<file path="src/rtl/fifo_word_serializer.sv">
// Pops DW-bit words from a show-ahead FIFO and emits them as OW-bit
// chunks, LSB first, on a valid/ready stream with no inter-word bubble.
module fifo_word_serializer #(
    parameter int DW = 32,
    parameter int OW = 8,
    parameter int CW = 16
) (
    input  logic          Clk,
    input  logic          ARst,
    input  logic          En,
    input  logic          Abort,
    input  logic [DW-1:0] FifoData,
    input  logic          FifoEty,
    output logic          FifoRd,
    output logic [OW-1:0] OutData,
    output logic          OutValid,
    input  logic          OutReady,
    output logic          OutLast,
    output logic          Busy,
    output logic [CW-1:0] WordCount
);

    localparam int NCH = DW / OW;
    localparam int IW  = (NCH > 1) ? $clog2(NCH) : 1;
    localparam logic [IW-1:0] LAST = IW'(NCH - 1);

    typedef enum logic {IDLE, SEND} state_t;

    state_t        state, state_n;
    logic [DW-1:0] sh, sh_n;
    logic [IW-1:0] idx, idx_n;
    logic [CW-1:0] wcnt, wcnt_n;
    logic          fire, last, pop_ok, rd;

    always_ff @(posedge Clk or posedge ARst) begin
        if (ARst) begin
            state <= IDLE;
            sh    <= '0;
            idx   <= '0;
            wcnt  <= '0;
        end else begin
            state <= state_n;
            sh    <= sh_n;
            idx   <= idx_n;
            wcnt  <= wcnt_n;
        end
    end

    always_comb begin
        fire    = (state == SEND) & OutReady;
        last    = (idx == LAST);
        // ARst gates the pop so the FIFO is never drained while held in reset
        pop_ok  = En & ~FifoEty & ~Abort & ~ARst;
        rd      = pop_ok & ((state == IDLE) | (fire & last));
        state_n = state;
        sh_n    = sh;
        idx_n   = idx;
        wcnt_n  = wcnt;
        if (fire & last)
            wcnt_n = wcnt + CW'(1);
        if (rd) begin
            sh_n    = FifoData;
            idx_n   = '0;
            state_n = SEND;
        end else if (Abort) begin
            idx_n   = '0;
            state_n = IDLE;
        end else if (fire) begin
            if (last) begin
                state_n = IDLE;
            end else begin
                sh_n  = sh >> OW;
                idx_n = idx + IW'(1);
            end
        end
    end

    assign FifoRd    = rd;
    assign OutValid  = (state == SEND);
    assign Busy      = OutValid;
    assign OutData   = sh[OW-1:0];
    assign OutLast   = OutValid & last;
    assign WordCount = wcnt;

endmodule

</file>
<file path="config.mk">
export PLATFORM = sky130hd
export DESIGN_NAME = fifo_word_serializer
export DESIGN_NICKNAME = d
export VERILOG_FILES = /design/src/rtl/fifo_word_serializer.sv
export SDC_FILE = /design/constraint.sdc
export NUM_CORES = 1
export LEC_CHECK = 0
export CAP_MARGIN = 20
export CORE_MARGIN = 2
export CORE_UTILIZATION = 51
export DETAILED_ROUTE_END_ITERATION = 8
export PLACE_DENSITY = 0.85
export SKIP_LAST_GASP = 1
export SYNTH_ARGS = -nofsm -noshare
export SYNTH_HDL_FRONTEND = slang
export SYNTH_SLANG_ARGS = --single-unit
</file>
<file path="constraint.sdc">
create_clock -name Clk -period 2.4 [get_ports Clk]
set_input_delay 0.48 -clock Clk [delete_from_list [all_inputs] [get_ports Clk]]
set_output_delay 0.48 -clock Clk [all_outputs]
set_load 0.02 [all_outputs]
</file>
### After elaboration in Yosys (flattened, before gate mapping)

Cells that the tools add are included.
W data, S select, Z words.

* register bits after elaboration: 51
* output and inout port bits: 28
* word-level logic and storage cells: 40
* input bits: 38

* add/subtract/negate cells: 2
* eq/ne operators: 4
* reduce and logical (&&, ||, !) cells: 6
* bitwise logic cells: 12
* muxes and demuxes: 12

Operator list (number)
* $mux W32: 4
* $add A16 B1 Y16 const B: 1
* $mux W2: 4
* $and A1 B1 Y1: 7
* $reduce_bool A3 Y1: 2
* $mux W1: 4
* $not A1 Y1: 4
* $reduce_and A2 Y1: 2
* $ne A3 B3 Y1 const B: 1
* $reduce_and A3 Y1: 1
* $add A2 B1 Y2 const B: 1
* $eq A2 B2 Y1 const B: 1
* $ne A2 B1 Y1 const B: 1
* $ne A2 B2 Y1 const B: 1
* $reduce_bool A2 Y1: 1
* $or A1 B1 Y1: 1

### Longest topological paths before layout

Gate-level depths: netlist of run 1.

* word-level depth: 7
* depth in mapped cells: 6
* gate-level depth less buffers: 5

### Worst setup path before layout of run 1

No wires, ideal clock.

* kind: input -> output
* start point: input port FifoEty
* end point: output port FifoRd
* cell stages on the path: 3
* data arrival time: 1473 ps
* setup slack: 447 ps
* data required time: 1920 ps
* path buffers: 1
* path through: or4b_1 > a21oi_2 > buf_2

* word-level cells in the longest chain between the ends: 5

Ends and longest elaborated chain
* start: declaration: RTL line 13 `input logic FifoEty,`
* $not A1 Y1: RTL line 53 `pop_ok = En & ~FifoEty & ~Abort & ~ARst;`
* $and A1 B1 Y1 (3 in a row): RTL line 53
* $and A1 B1 Y1: RTL line 54 `rd = pop_ok & ((state == IDLE) | (fire & last));`
* end: declaration: RTL line 14 `output logic FifoRd,`

Every way passes these cells.

### Worst setup path in the final report of run 1

* start point: input port Abort
* end point: output port FifoRd

* word-level cells in the longest chain between the ends: 4

Ends and longest elaborated chain
* start: declaration: RTL line 11 `input logic Abort,`
* $not A1 Y1: RTL line 53
* $and A1 B1 Y1 (2 in a row): RTL line 53
* $and A1 B1 Y1: RTL line 54

Every way passes these cells.

==> summary.md, run 1 <==
| Metric | Value |
|---|---|
| Sequential share of the synthesized area | `54.9%` |
| Max cap viols | `0` |
| Top-Level Pins | `66` |
| Buffers added on ports | `65` |
| Final Setup Violations | `0` |
| Yosys cell types | `25` |
| Main area contributors after synthesis | `dfrtp_1 (55%), mux2i_1 (11%), nand2_1 (5.7%)` |
| RSZ-0062 raised after global routing | `false` |
| Final Max Slew Viols | `0` |
| Nets@finish | `315` |
| First-pass GRT wire length | `7960 um` |
| Max FO, Critical Path | `2` |
| Total congestion overflow | `0` |
| Max_slew headroom | `70.0%` |
| P_leak | `1.30 nW` |
| Startpoint Class | `input port` |
| Post-DP HPWL | `3600 um` |
| Post-synth EDFFs | `0` |
| Core Util, Final | `70.8%` |
| CTS tree | `done` |
| Worst vdd ir | `0.000356 V` |
| Ant. Diodes | `0` |
| Final Hold Vio Count | `0` |
| Critical path's slowest cell | `or4b_4` |
| Layout cells sized above 1 | `7.25%` |
| Share of the synthesized area in the top cell type | `54.9%` |
| Largest net degree at the start of global routing | `61` |
| Area leader, netlist | `dfrtp_1` |
| Number of H-tree branching levels | `2` |
| Vias | `1,754` |
| Final wirelength | `4950 um` |
| Total Routing Usage GR | `20.0%` |
| Die Ht | `71.5 um` |
| Routability Congestion | `0.786` |
| FILL cells | `345` |
| Mapped Avg Cell Area | `10.9 sq um` |
| Post-Syn Instances | `213` |
| Ys Warns | `0` |
| CP cell instances | `clkdlybuf4s50_1 -> or4b_4 -> a21oi_4 -> clkdlybuf4s15_2` |
| Largest stage delay on the critical path | `0.54 ns` |
| Initial antenna violation count | `0` |
| Number of global-route vias before repair | `1,690` |
| Vias/cell | `5.35` |
| Fin crit period | `2.34 ns` |
| Crit end category | `output pin` |
| Total CTS buffers | `5` |
| Dpl cell area | `0.00301 sq mm` |
| Root Buffer | `clkbuf_8` |
| Pre-CTS WS | `-0.300 ns` |
| Least-Margin Pin Slew | `0.448 ns` |
| PD cells | `631 mW/mm^2` |
| ANT nets after route | `0` |
| Chip width | `71.5 um` |
| Fmax | `426 MHz` |
| Crit path kind | `in2out` |
| Footprint of the multi-input gates | `935 sq um` |
| Async S/R FF share, synth | `100%` |
| Design Area, Final | `0.00311 sq mm` |
| Post-Syn Area | `0.00232 sq mm` |
| Most instantiated cells after synthesis | `dfrtp_1 (51), nand2_1 (35), mux2i_1 (25), o21ai_0 (20), buf_4 (11)` |
| Setup TNS | `0 ns` |
| Clock Latency Late Sink | `0.30 ns` |
| Die ar. | `0.00511 sq mm` |
| Required time worst endpoint | `1.92 ns` |
| Flop and latch count out of synthesis | `51` |
| Initial DRC count | `130` |
| Dpl cells | `320` |
| Status | `finished, final reports clean` |
| Post-Layout Cell Count | `328` |
| Top FF cell, synth | `dfrtp_1` |
| CTS sink cnt | `51` |
| Worst Path Arrival | `1.86 ns` |
| Remaining DRCs | `0` |
| WL/cell | `15.1 um` |
| # Post-CTS Setup Buffers | `0` |
| Reg clk slew, reported paths | `0.09 ns` |
| Initial core utilization | `53.0%` |
| CTS Hold Bufs | `0` |
| Final WS setup | `0.0552 ns` |
| DRT Pass-1 Iters | `4` |
| Most numerous cell in the Yosys netlist | `dfrtp_1` |
| Syn nets | `253` |
| Synth-to-Final Area Change | `33.7%` |
| Skew final | `0.00937 ns` |
| Max clock buf depth | `2` |
| Final period utilization | `97.7%` |
| Core Box Area | `0.00438 sq mm` |
| Register area | `0.00128 sq mm` |
| Worst Hold Class | `reg2reg` |
| # rows | `24` |
| Reg2reg setup slack | `0.47 ns` |
==> final timing paths <==
path | to | start | depth (start not counted)
max in group asynchronous | sh[18] | ARst | 3
setup / recovery | FifoRd | Abort | 4
hold / removal | WordCount[15] | WordCount[15] | 1
setup reg to reg | sh[26] | idx[0] | 6
min in group asynchronous | WordCount[2] | ARst | 3
hold reg to reg | WordCount[15] | WordCount[15] | 1
==> cell usage in the layout, fill, tap and decap left out, types with 2 or more instances in the layout <==
| cell type | netlist | final |
|---|---|---|
| buf_12 | 0 | 2 |
| nor4_1 | 2 | 2 |
| o21ai_1 | 4 | 4 |
| mux2i_1 | 25 | 25 |
| nand4_1 | 3 | 3 |
| xor2_1 | 8 | 8 |
| clkdlybuf4s50_1 | 0 | 64 |
| nor2_1 | 7 | 7 |
| nor3_1 | 4 | 4 |
| buf_4 | 11 | 4 |
| nand2_1 | 35 | 35 |
| inv_1 | 3 | 2 |
| o21ai_0 | 20 | 20 |
| a22o_1 | 8 | 8 |
| ha_1 | 2 | 2 |
| dfrtp_1 | 51 | 51 |
| and3_1 | 2 | 2 |
| xnor2_1 | 8 | 8 |
| and2_1 | 2 | 2 |
| clkbuf_8 | 0 | 5 |
| nand3_1 | 7 | 7 |
==> power breakdown <==
part	total [W]	internal [W]	switching [W]	leakage, nW
sequential	0.00109	0.000998	0.0000921	0.664
combinational	0.000390	0.000216	0.000174	0.592
clock	0.000480	0.000204	0.000276	0.0412
==> worst max-delay path, delay by kind of cell <==
kind | cells | cell delay [ns]
simple gates | 1 | 0.54
buf+inv | 2 | 0.70
compound gates | 1 | 0.14
==> registers in the layout (all words and copies together) (netlist names) <==
name,cells
WordCount,16
Busy,1
idx,2
sh,32
==> area by class of cell <==
class	count	area share, %
sequential	51	41.1
timing repair buffer	72	23.6
clock buffer	6	2.34
multi-input combinational	142	30.1
tap	52	2.10
inverter	3	0.363
clock inverter	2	0.403
==> layer usage <==
| layer | up-vias | track usage (%) | routed length (um) |
|---|---|---|---|
| li1 | 850 | - | - |
| met1 | 855 | 28.2 | 2310 |
| met2 | 41 | 31.1 | 2340 |
| met3 | 8 | 4.64 | 217 |
| met4 | 0 | 6.29 | 78 |
| met5 | - | 0 | 0 |
==> cell families after synthesis <==
group	after synthesis	share of synthesized area, %
compound gates	34	8.89
xor+xnor	16	6.03
buf+inv	20	5.33
simple gates	65	13.0
flops	51	54.9
fa+ha+maj	2	1.08
mux	25	10.8
==> repair_timing <==
action / 4_1_cts / 5_1_grt
resized for setup: 3 / 2
endpoints found under the setup margin: 1 / 9
pin swaps: 0 / 0
endpoints found under the hold margin: 0 / 0
==> through the flow <==
step,power [W],hold slack [ns]
after CTS,0.00197,0.491
after detailed placement,0.00150,0.475
after global routing,0.00206,0.525
after global placement,0.00147,0.457
final,0.00196,0.486
after floorplan,0.00134,0.466
(Power assumes the default switching activity.)
==> run 2, diff against run 1 <==
--- a/config.mk
+++ b/config.mk
@@ -9,8 +9,8 @@
 export CORE_MARGIN = 2
 export CORE_UTILIZATION = 51
 export DETAILED_ROUTE_END_ITERATION = 8
+export GPL_TIMING_DRIVEN = 0
 export PLACE_DENSITY = 0.85
-export SKIP_LAST_GASP = 1
 export SYNTH_ARGS = -nofsm -noshare
 export SYNTH_HDL_FRONTEND = slang
 export SYNTH_SLANG_ARGS = --single-unit
==> run 2 against run 1 <==
  * Count of clock-buffer cells in the layout unchanged
  * Clock power increased by 45%
  * Cell count grew 3.7%
  * First-iteration DRC count is 31% lower
  * Maximum frequency down 0.61%
  * Critical path type unchanged
  * Critical endpoint unchanged
  * Largest cell class unchanged
==> summary.md, run 2 (same netlist as run 1, synthesis figures left out) <==
| Metric | Value |
|---|---|
| Status | `finished, final reports clean` |
| Top reg by flops | `sh` |
| Crit path kind | `in2out` |
| Dpl cells | `331 (+3.4%)` |
| Total CTS buffers | `5 (unchanged)` |
| Final period utilization | `98.3% (+0.60 points)` |
| Pre-CTS WS | `-0.813 ns (-0.513 ns)` |
| Final Hold Vio Count | `0 (unchanged)` |
| RSZ-0062 raised after global routing | `false` |
| FILL cells | `325 (-5.8%)` |
| Layout cells sized above 1 | `11.1% (+3.9 points)` |
| Crit path to | `FifoRd` |
| Remaining DRCs | `0 (unchanged)` |
| Initial DRC count | `90 (-31%)` |
| First-pass GRT wire length | `8220 um (+3.3%)` |
| Worst Path Arrival | `1.88 ns (+0.02 ns)` |
| Total Routing Usage GR | `20.9% (+0.91 points)` |
| Buffers added on ports | `65 (unchanged)` |
| Chip width | `71.5 um (unchanged)` |
| WL/cell | `14.9 um (-1.4%)` |
| Post-DP HPWL | `3730 um (+3.7%)` |
| Synth-to-Final Area Change | `38.3%` |
| Routed met3 length | `236 um (+8.8%)` |
| Final wirelength | `5060 um (+2.2%)` |
| Footprint of the multi-input gates | `935 sq um (unchanged)` |
| Core Util, Final | `73.3% (+2.5 points)` |
| Max_slew headroom | `56.9% (-13 points)` |
| Core Box Area | `0.00438 sq mm (unchanged)` |
| Max FFs per register | `32 (unchanged)` |
| Die ar. | `0.00511 sq mm (unchanged)` |
| Dpl cell area | `0.00306 sq mm (+1.6%)` |
| Clock Latency Late Sink | `0.31 ns (about the same)` |
| Initial antenna violation count | `0 (unchanged)` |
| Final Max Slew Viols | `0 (unchanged)` |
| P_leak | `1.38 nW (+6.7%)` |
| Worst Hold Class | `reg2reg` |
| CP cell instances | `clkdlybuf4s50_1 -> or4b_4 -> a21oi_4 -> buf_6 -> buf_4` |
| Number of global-route vias before repair | `1,694 (+0.24%)` |
| CTS sink cnt | `51 (unchanged)` |
| Worst path bufs/invs | `3 (+1)` |
| Register area | `0.00128 sq mm (unchanged)` |
| Reg clk slew, reported paths | `0.08 ns (about the same)` |
| Metal-1 WL | `2410 um (+4.2%)` |
| Commonest cells after routing, fill and taps aside | `clkdlybuf4s50_1 (63), dfrtp_1 (51), nand2_1 (35), mux2i_1 (25), o21ai_0 (20)` |
| Root Buffer | `clkbuf_8` |
| Top layer in use | `met4` |
| Top-Level Pins | `66 (unchanged)` |
| DRT Pass-1 Iters | `4 (unchanged)` |
| Final Setup Violations | `0 (unchanged)` |
| Die Ht | `71.5 um (unchanged)` |
| PD cells | `694 mW/mm^2 (+9.9%)` |
| Vias | `1,780 (+1.5%)` |
| Post-Layout Cell Count | `340 (+3.7%)` |
| Met2 WL | `2360 um (+0.64%)` |
| Max cap viols | `0 (unchanged)` |
| Least-Margin Pin Slew | `0.640 ns (+0.192 ns)` |
| Largest stage delay on the critical path | `0.55 ns (about the same)` |
| Final WS setup | `0.0408 ns (-0.0145 ns)` |
| Top delay family on crit path | `buffers and inverters` |
| Worst vdd ir | `0.000604 V (+70%)` |
| Number of H-tree branching levels | `2 (unchanged)` |
| Worst Reg-to-Reg Cells | `5 (-1)` |
| Max FO, Critical Path | `10 (+8)` |
| Setup TNS | `0 ns (unchanged)` |
| Most common cell after layout, fill and taps aside | `clkdlybuf4s50_1` |
| Initial core utilization | `53.0% (unchanged)` |
| Crit end category | `output pin` |
| Critical path's slowest cell | `or4b_4` |
| Largest net degree at the start of global routing | `33 (-46%)` |
| FF-to-FF Start | `idx[0]` |
| # rows | `24 (unchanged)` |
| R2r endpoint | `WordCount[12]` |
| Worst setup startpoint | `FifoEty` |
| Ant. Diodes | `0 (unchanged)` |
| Fmax | `424 MHz (-0.61%)` |
| Required time worst endpoint | `1.92 ns (about the same)` |
| Routability Congestion | `0.812 (+3.4%)` |
| Reg2reg setup slack | `0.45 ns (-0.02 ns)` |
| Startpoint Class | `input port` |
| ANT nets after route | `0 (unchanged)` |
| Max clock buf depth | `2 (unchanged)` |
| CTS tree | `done` |
| Fin crit period | `2.36 ns (+0.0145 ns)` |
| Skew final | `0.00998 ns (+0.000610 ns)` |
| CP Depth | `5 (+1)` |
| Total congestion overflow | `0 (unchanged)` |
| Design Area, Final | `0.00321 sq mm (+3.5%)` |
| Vias/cell | `5.24 (-2.1%)` |
| Nets@finish | `327 (+3.8%)` |
-- run 2: cell count changes in the layout (fill, tap and decap cells not counted), moves of 2 or more --
cell	change
bufinv_16	+2
clkbuf_2	+2
buf_2	+3
buf_4	+9
-- run 2: timing repair --
action,4_1_cts,5_1_grt
gates resized for setup,9,1
setup endpoints to repair,1,1
hold endpoints to repair,0,0
hold buffers,0,0
setup buffers,1,0
-- run 2: cell type report --
| class | count | area share (%) |
|---|---|---|
| sequential | 51 | 39.7 |
| multi-input combinational | 142 | 29.1 |
| timing repair buffer | 67 | 21.0 |
| buffer | 17 | 3.70 |
| clock buffer | 6 | 2.26 |
| tap | 52 | 2.02 |
| clock inverter | 2 | 1.87 |
| inverter | 3 | 0.350 |
-- run 2: stage by stage --
stage	power, W	hold slack [ns]
2_1_floorplan	0.00134	0.466
3_3_place_gp	0.00152	0.458
3_5_place_dp	0.00155	0.459
4_1_cts	0.00224	0.473
5_1_grt	0.00233	0.496
6_report	0.00223	0.471
-- run 2: how the worst min path moves through the flow --
| stage | from | end | slack, ns | cells after the start |
|---|---|---|---|---|
| final | WordCount[15] | WordCount[15] | 0.47 | 1 |
| after global routing | WordCount[15] | WordCount[15] | 0.50 | 1 |
| after CTS | WordCount[15] | WordCount[15] | 0.47 | 1 |
| after detailed placement | WordCount[15] | WordCount[15] | 0.46 | 1 |
| after global placement | WordCount[15] | WordCount[15] | 0.46 | 1 |
| after floorplan | sh[24] | sh[24] | 0.47 | 1 |
-- run 2: where the power goes --
part / internal, W / switching, W / leakage [nW] / total, W
clock: 0.000417 / 0.000278 / 0.0654 / 0.000695
combinational: 0.000260 / 0.000179 / 0.654 / 0.000439
sequential: 0.000998 / 0.0000961 / 0.664 / 0.00109
-- run 2: layer usage --
metal | vias up | GRT usage (%)
li1 | 873 | -
met1 | 852 | 30.7
met2 | 47 | 32.1
met3 | 8 | 4.64
met4 | 0 | 5.03
met5 | - | 0
-- run 2: worst reg2reg max path: stages, from the launching register on --
cell	delay (ns)
dfrtp_1	0.38
ha_1	0.29
nand3_1	0.19
nor4_1	0.63
nand3_1	0.19
xnor2_1	0.16
